$ cat config.mk
export PLATFORM = sky130hd
export DESIGN_NAME = gcd_ctrl
export DESIGN_NICKNAME = d
export VERILOG_FILES = /design/src/rtl/gcd_pkg.sv /design/src/rtl/gcd_dp.sv /design/src/rtl/gcd_ctrl.sv
export SDC_FILE = /design/constraint.sdc
export NUM_CORES = 1
export LEC_CHECK = 0
export ABC_AREA = 1
export CORE_ASPECT_RATIO = 2
export CORE_MARGIN = 3
export CORE_UTILIZATION = 55
export CTS_CLUSTER_SIZE = 10
export DETAILED_ROUTE_END_ITERATION = 6
export HOLD_SLACK_MARGIN = 0.08
export PLACE_DENSITY = 0.78
export SYNTH_ARGS = -nofsm -noshare
export SYNTH_HDL_FRONTEND = slang
export SYNTH_SLANG_ARGS = --single-unit
$ cat constraint.sdc
create_clock -name clk -period 2.9 [get_ports clk]
set_input_delay 0.58 -clock clk [delete_from_list [all_inputs] [get_ports clk]]
set_output_delay 0.58 -clock clk [all_outputs]
set_load 0.05 [all_outputs]
$ cat src/rtl/gcd_pkg.sv
// Shared types and constants for the GCD engine and its subtract datapath.
package gcd_pkg;

    localparam int WIDTH       = 8;
    localparam int OPERAND_MAX = 127;

    typedef enum logic [1:0] {
        IDLE = 2'd0,
        RUN  = 2'd1,
        DONE = 2'd2
    } state_t;

    // True when v lies inside the positive operand range accepted by the engine.
    function automatic logic operand_ok(input logic [WIDTH-1:0] v);
        return v <= WIDTH'(OPERAND_MAX);
    endfunction

endpackage

$ cat src/rtl/gcd_dp.sv
// Operand registers, swap muxes, overflow-zeroing subtractor and compare flags.
module gcd_sub
    import gcd_pkg::*;
(
    input  logic [WIDTH-1:0] in1,
    input  logic [WIDTH-1:0] in2,
    output logic [WIDTH-1:0] diff
);

    logic [WIDTH-1:0] raw;
    logic             ovf;

    assign raw  = in1 - in2;
    // Signed overflow: operands differ in sign and the result sign differs from in1.
    assign ovf  = (in1[WIDTH-1] != in2[WIDTH-1]) && (raw[WIDTH-1] != in1[WIDTH-1]);
    assign diff = ovf ? '0 : raw;

endmodule

module gcd_dp
    import gcd_pkg::*;
(
    input  logic             clk,
    input  logic             rst_n,
    input  logic             load,
    input  logic             swap,
    input  logic             wr_x,
    input  logic             wr_y,
    input  logic [WIDTH-1:0] a,
    input  logic [WIDTH-1:0] b,
    output logic [WIDTH-1:0] x,
    output logic             eq,
    output logic             gt
);

    logic [WIDTH-1:0] y;
    logic [WIDTH-1:0] in1;
    logic [WIDTH-1:0] in2;
    logic [WIDTH-1:0] diff;

    assign eq = (x == y);
    assign gt = (x > y);

    // swap puts the larger register on in1 so the difference stays non-negative.
    assign in1 = swap ? y : x;
    assign in2 = swap ? x : y;

    gcd_sub u_sub (
        .in1  (in1),
        .in2  (in2),
        .diff (diff)
    );

    // NOTE: sequential state uses <= so every register samples pre-edge values.
    always_ff @(posedge clk or negedge rst_n) begin
        if (!rst_n) begin
            x <= '0;
            y <= '0;
        end else if (load) begin
            x <= a;
            y <= b;
        end else begin
            if (wr_x) x <= diff;
            if (wr_y) y <= diff;
        end
    end

endmodule

$ cat src/rtl/gcd_ctrl.sv
// Sequencing FSM for the subtractive GCD engine; drives gcd_dp and owns the outputs.
module gcd_ctrl
    import gcd_pkg::*;
(
    input  logic             clk,
    input  logic             rst_n,
    input  logic             start,
    input  logic [WIDTH-1:0] a_in,
    input  logic [WIDTH-1:0] b_in,
    output logic             busy,
    output logic             done,
    output logic [WIDTH-1:0] result,
    output logic             err
);

    state_t           state;
    logic             ops_ok;
    logic             has_zero;
    logic             load;
    logic             swap;
    logic             wr_x;
    logic             wr_y;
    logic [WIDTH-1:0] x;
    logic             eq;
    logic             gt;

    assign ops_ok   = operand_ok(a_in) && operand_ok(b_in);
    assign has_zero = (a_in == '0) || (b_in == '0);

    assign load = (state == IDLE) && start && ops_ok && !has_zero;
    assign swap = !gt;
    assign wr_x = (state == RUN) && gt;
    assign wr_y = (state == RUN) && !gt && !eq;

    gcd_dp u_dp (
        .clk   (clk),
        .rst_n (rst_n),
        .load  (load),
        .swap  (swap),
        .wr_x  (wr_x),
        .wr_y  (wr_y),
        .a     (a_in),
        .b     (b_in),
        .x     (x),
        .eq    (eq),
        .gt    (gt)
    );

    always_ff @(posedge clk or negedge rst_n) begin
        if (!rst_n) begin
            state  <= IDLE;
            busy   <= 1'b0;
            done   <= 1'b0;
            result <= '0;
            err    <= 1'b0;
        end else begin
            case (state)
                IDLE: begin
                    if (start) begin
                        busy <= 1'b1;
                        if (!ops_ok) begin
                            err    <= 1'b1;
                            result <= '0;
                            done   <= 1'b1;
                            state  <= DONE;
                        end else if (has_zero) begin
                            err    <= 1'b0;
                            result <= a_in | b_in;
                            done   <= 1'b1;
                            state  <= DONE;
                        end else begin
                            err   <= 1'b0;
                            state <= RUN;
                        end
                    end
                end
                RUN: begin
                    if (eq) begin
                        result <= x;
                        done   <= 1'b1;
                        state  <= DONE;
                    end
                end
                DONE: begin
                    done  <= 1'b0;
                    busy  <= 1'b0;
                    state <= IDLE;
                end
                default: begin
                    done  <= 1'b0;
                    busy  <= 1'b0;
                    state <= IDLE;
                end
            endcase
        end
    end

endmodule

### Word level (Yosys, flattened, before mapping)

Index checks and enable logic that the tools add are counted.

| cells by class | value |
|---|---|
| equality and inequality tests | 7 |
| reductions and logical operators | 23 |
| add/sub/neg operators | 1 |
| bitwise gates (word level) | 2 |
| mux-type cells | 25 |
| $lt $le $gt $ge | 3 |

Operator list:

| cell | count |
|---|---|
| 8-bit two-way mux | 11 |
| 8-bit by 7-bit less-or-equal comparator with 1-bit output (second input constant) | 2 |
| 8-bit zero test | 2 |
| 8-bit case mux with 2 select lines | 1 |
| 8-bit equality test | 1 |
| 8-bit > comparator | 1 |
| 1-bit logical AND | 8 |
| 2-bit two-way mux | 4 |
| 8-bit OR | 1 |
| 8-bit subtractor | 1 |
| 1-bit two-way mux | 6 |
| 2-bit AND reduction | 3 |
| 2-bit nonzero test | 3 |
| 2-bit != test (second input constant) | 2 |
| 1-bit case mux with 2 select lines | 2 |
| 2-bit case mux with 2 select lines | 1 |
| 4-bit AND reduction | 1 |
| 1-bit zero test | 3 |
| 3-bit != test (second input constant) | 1 |
| 3-bit AND reduction | 1 |
| 2-bit by 1-bit equality test with 1-bit output (second input constant) | 1 |
| 2-bit zero test | 1 |
| 1-bit != test | 2 |
| 1-bit logical OR | 1 |
| 1-bit inverter | 1 |

| storage, ports and cells | value |
|---|---|
| register bits | 29 |
| input bits | 19 |
| logic and storage cells | 68 |
| output and inout bits | 11 |

### Logic depth before layout (Yosys ltp)

| depth | value |
|---|---|
| depth in word-level cells | 8 |
| depth in mapped cells | 21 |
| mapped depth without buffers | 21 |

### Hierarchy

A second synthesis with hierarchy kept.

| unflattened totals | value |
|---|---|
| cell total of the unflattened synthesis | 340 |
| area total of the unflattened synthesis | 2376.0 µm² |

Modules (own cells, without submodules):

| module | area an instance (µm²) | cells each | times used | seq. area each (µm²) |
|---|---|---|---|---|
| gcd_dp | 1211.2 | 158 | 1 | 400.4 |
| gcd_ctrl | 718.2 | 103 | 1 | 325.3 |
| gcd_sub | 446.7 | 79 | 1 | 0.0 |

### Least setup slack after synthesis

Ideal clock, no wire load.

| timing | value |
|---|---|
| kind | register -> register |
| from | register u_dp.y[5] |
| to | register u_dp.y[4] |
| cell stages (with the launch flop) | 19 |
| path slack | 577 ps |
| clock period less this slack | 2323 ps |
| path buffers | 0 |
| data arrival time | 2258 ps |
| data required time | 2835 ps |
| setup time | 65 ps |
| cells stage by stage | dfrtp_1 -> inv_1 -> ha_1 -> a21oi_1 -> nor2_1 -> nor2_1 -> nand2_4 -> nand2_4 -> nand2_1 -> and2_1 -> ha_1 -> inv_1 -> nand2_1 -> nand2_1 -> nand3_1 -> xnor2_1 -> nor2_1 -> nand3_1 -> nand2_1 |

| on the way | value |
|---|---|
| cells in the longest elaborated chain, start to end | 8 |
| elaborated cells between the ends (all ways) | 16 |
| classes of those cells | add/sub: 1; order compare: 1; eq/ne: 3; mux: 5; reduce/logical: 6 |

RTL lines:

| element | RTL line | source |
|---|---|---|
| start: declaration | gcd_dp.sv:36 | `logic [WIDTH-1:0] y;` |
| start signal: assignment | gcd_dp.sv:64 | `if (wr_y) y <= diff;` |
| 8-bit > comparator | gcd_dp.sv:42 | `assign gt = (x > y);` |
| 8-bit two-way mux (on tied branches) | gcd_dp.sv:45, gcd_dp.sv:46 |  |
| 8-bit subtractor | gcd_dp.sv:13 | `assign raw = in1 - in2;` |
| 1-bit != test | gcd_dp.sv:15 | `assign ovf = (in1[WIDTH-1] != in2[WIDTH-1]) && (raw[WIDTH-1] != in1[WIDTH-1]);` |
| 1-bit logical AND | gcd_dp.sv:15 |  |
| 8-bit two-way mux | gcd_dp.sv:16 | `assign diff = ovf ? '0 : raw;` |
| 8-bit two-way mux | gcd_dp.sv:64 |  |
| 8-bit two-way mux | gcd_dp.sv:59 | `end else if (load) begin` |

Several ways; a longest one is shown, not always the timed one. The select of a mux whose other input is x is not followed.
A chain may end at the register's enable or synchronous reset.

### Final worst setup path

| timing | value |
|---|---|
| from | register u_dp.y[5] |
| to | register u_dp.x[4] |

| on the way | value |
|---|---|
| cells in the longest elaborated chain, start to end | 8 |
| elaborated cells between the ends (all ways) | 12 |
| classes of those cells | add/sub: 1; order compare: 1; eq/ne: 2; mux: 5; reduce/logical: 3 |

RTL lines:

| element | RTL line | source |
|---|---|---|
| 8-bit > comparator | gcd_dp.sv:42 |  |
| 8-bit two-way mux (on tied branches) | gcd_dp.sv:45, gcd_dp.sv:46 |  |
| 8-bit subtractor | gcd_dp.sv:13 |  |
| 1-bit != test | gcd_dp.sv:15 |  |
| 1-bit logical AND | gcd_dp.sv:15 |  |
| 8-bit two-way mux | gcd_dp.sv:16 |  |
| 8-bit two-way mux | gcd_dp.sv:63 | `if (wr_x) x <= diff;` |
| 8-bit two-way mux | gcd_dp.sv:59 |  |
| end signal: assignment | gcd_dp.sv:63 |  |
| end: declaration | gcd_dp.sv:31 | `output logic [WIDTH-1:0] x,` |

Several ways; a longest one is shown, not always the timed one. The select of a mux whose other input is x is not followed.

==> reports/results.ini <==
[status]
status = finished, final reports clean

[floorplan]
rows = 31
ios = 30
die_y_um = 94.7
start_util_pct = 58.7
core-area_mm2 = 0.00368
die_x_um = 50.4
dieArea_mm2 = 0.00477

[synthesis]
yosys_warnings = 0
yosysMostFrequentCell = nand2_1
synthTopCellsByArea = dfrtp_1 (34%), nand2_1 (16%), inv_1 (9.9%)
syn-cell-area_mm2 = 0.00216
syn_avg_cell_area_um2 = 6.87
ys_seq_area_share_pct = 33.5
synthesis.instances = 315
ys_ff_latch = 29
ys_top_cells_by_count = nand2_1 (94), inv_1 (57), dfrtp_1 (29)
synthFlopType = dfrtp_1
synth_top_cell_by_area = dfrtp_1
synth_top_cell_area_share_pct = 33.5
netlist-cell-type-count = 28
synth_edf_count = 0
synth_nets = 343
async_flop_share_pct = 100

[timing]
fin_worst_skew_ns = 0.00675
slew-limit-headroom_pct = 62.2
setup_tns_ns = 0
slew_violations = 0
setup_viol = 0
worst_slew_pin_slew_ns = 0.563
fmax_mhz = 373
rsz0062_at_grt = no
period_minus_slack_ns = 2.68
fin_crit_sh_pct = 92.5
hold_viol_final = 0

[worst_setup_path]
end_kind = register
cp.required_ns = 3.13
path_max_fanout = 10
worstPathArrival_ns = 2.91
worst_setup_path_start_kind = register
criticalPathCategory = reg2reg

[global_route]
grt_pass1_vias = 2240
grt_use_total_pct = 28.3
grt_pass1_wl_um = 10100
antenna_found_initial = 0
gr-total-overflow = 0
grt_max_degree = 30

[cts]
clock-sinks = 29
root_buffer = clkbuf_8
cts_buffer_depth = 2
cts_tree = built
cts_setup_buffers = 0
cts.repair.resized = 0
cts_made_buffers = 5
clkTransAtPathRegs_ns = 0.07
hold_buffers = 0
insertion_delay_ns = 0.29
cts.htree.levels = 2

[placed_design]
dpl.hpwl_um = 4640
portBuffers = 29
place.gp.congestion = 0.977
placed_cell_area_mm2 = 0.00251

[route]
avgRoutedWirePerCell_um = 14.9
dr.pass1.iters = 5
ant_nets = 0
drc = 0
vias = 2158
drt_iter0_markers = 84
routed_wl_um = 6000
drt-vias-per-instance = 5.37

[layout]
post-route-cell-area_mm2 = 0.00262
area_growth_pct = 21.0
drive_gt1_share_pct = 9.92
nNetsFinal = 380
antenna_cells = 0
nFillCells = 316

[run]
drv_cap = 0

[min_path]
hp-class = reg2reg

-- cells in the final DEF, fill, tap and decap left out, types with 8 or more instances in the layout --
cell type        count
nand2_1             94
inv_1               57
dfrtp_1             29
clkdlybuf4s50_1     29
nor2_1              21
nand3_1             17
nand4_1             16
o21ai_0             14
o22ai_1             13
ha_1                 9
nand2_2              8
-- per-stage QoR --
| stage | hold WS (ns) | std cells | worst slack (ns) | util [%] |
|---|---|---|---|---|
| after floorplan | 0.284 | 315 | 0.577 | - |
| after global placement | 0.462 | 394 | 0.150 | 68.1 |
| after detailed placement | 0.464 | 394 | 0.132 | 68.1 |
| after CTS | 0.481 | 402 | 0.137 | 70.8 |
| after global routing | 0.503 | 402 | 0.0360 | 71.1 |
| final | 0.480 | 402 | 0.219 | 71.1 |
-- registers in the layout, indices dropped and copies added (netlist names) --
signal / count
u_dp.y: 8
busy: 1
result: 8
done: 1
err: 1
u_dp.x: 8
state: 2
-- final cells by class --
cell class                      instances  area (um2)  share of cell area, %
Sequential cell                        29         726                   27.7
Tap cell                               49        61.3                   2.34
Multi-Input combinational cell        218        1160                   44.1
Clock buffer                            7        96.3                   3.68
Clock inverter                          1        5.00                  0.191
Timing Repair Buffer                   36         343                   13.1
Inverter                               62         233                   8.88
-- worst max-delay path, stage by stage, from the launching register on --
cell and delay [ns]:
dfrtp_1 0.39, inv_1 0.07, ha_1 0.37, a21oi_1 0.19
nor2_1 0.07, nor2_2 0.14, nand2_4 0.12, nand2_4 0.15
nand2_1 0.09, and2_1 0.14, ha_1 0.17, inv_1 0.05
nand2_1 0.10, nand2_1 0.08, nand3_1 0.07, xnor2_1 0.12
nor2_1 0.12, nand3_1 0.10, nand2_1 0.07
-- final timing paths --
path | startpoint | end | slack (ns) | cells past startpoint
worst max-delay path | u_dp.y[5]$_DFFE_PN0P_ | u_dp.x[4]$_DFFE_PN0P_ | 0.22 | 18
worst min-delay path | result[1]$_DFFE_PN0P_ | result[1]$_DFFE_PN0P_ | 0.48 | 2
worst max register to register | u_dp.y[5]$_DFFE_PN0P_ | u_dp.x[4]$_DFFE_PN0P_ | 0.22 | 18
worst min register to register | result[1]$_DFFE_PN0P_ | result[1]$_DFFE_PN0P_ | 0.48 | 2
max in group asynchronous | rst_n | u_dp.x[4]$_DFFE_PN0P_ | 1.94 | 2
min in group asynchronous | rst_n | busy$_DFFE_PN0P_ | 0.67 | 2
-- metal layers --
| metal | global-route usage (%) | wire length (um) | up-vias | share of wire (%) |
|---|---|---|---|---|
| li1 | - | - | 1080 | - |
| met5 | 0 | 0 | - | 0 |
| met2 | 50.3 | 3170 | 88 | 53 |
| met3 | 6.16 | 376 | 23 | 6.3 |
| met1 | 30.7 | 2230 | 967 | 37 |
| met4 | 14.6 | 221 | 0 | 3.7 |
-- cell families after synthesis --
group | after synthesis | share of synthesized area, %
adder cells (fa/ha/maj) | 9 | 5.20
flip-flops | 29 | 33.5
buffers and inverters | 68 | 13.5
AO/OA/AOI/OAI | 37 | 10.1
XOR/XNOR | 3 | 1.21
AND/OR/NAND/NOR | 169 | 36.5
Power is left out: the tool's default activity adds up to more than one toggle a clock period on the data nets, which glitch-free logic cannot reach.
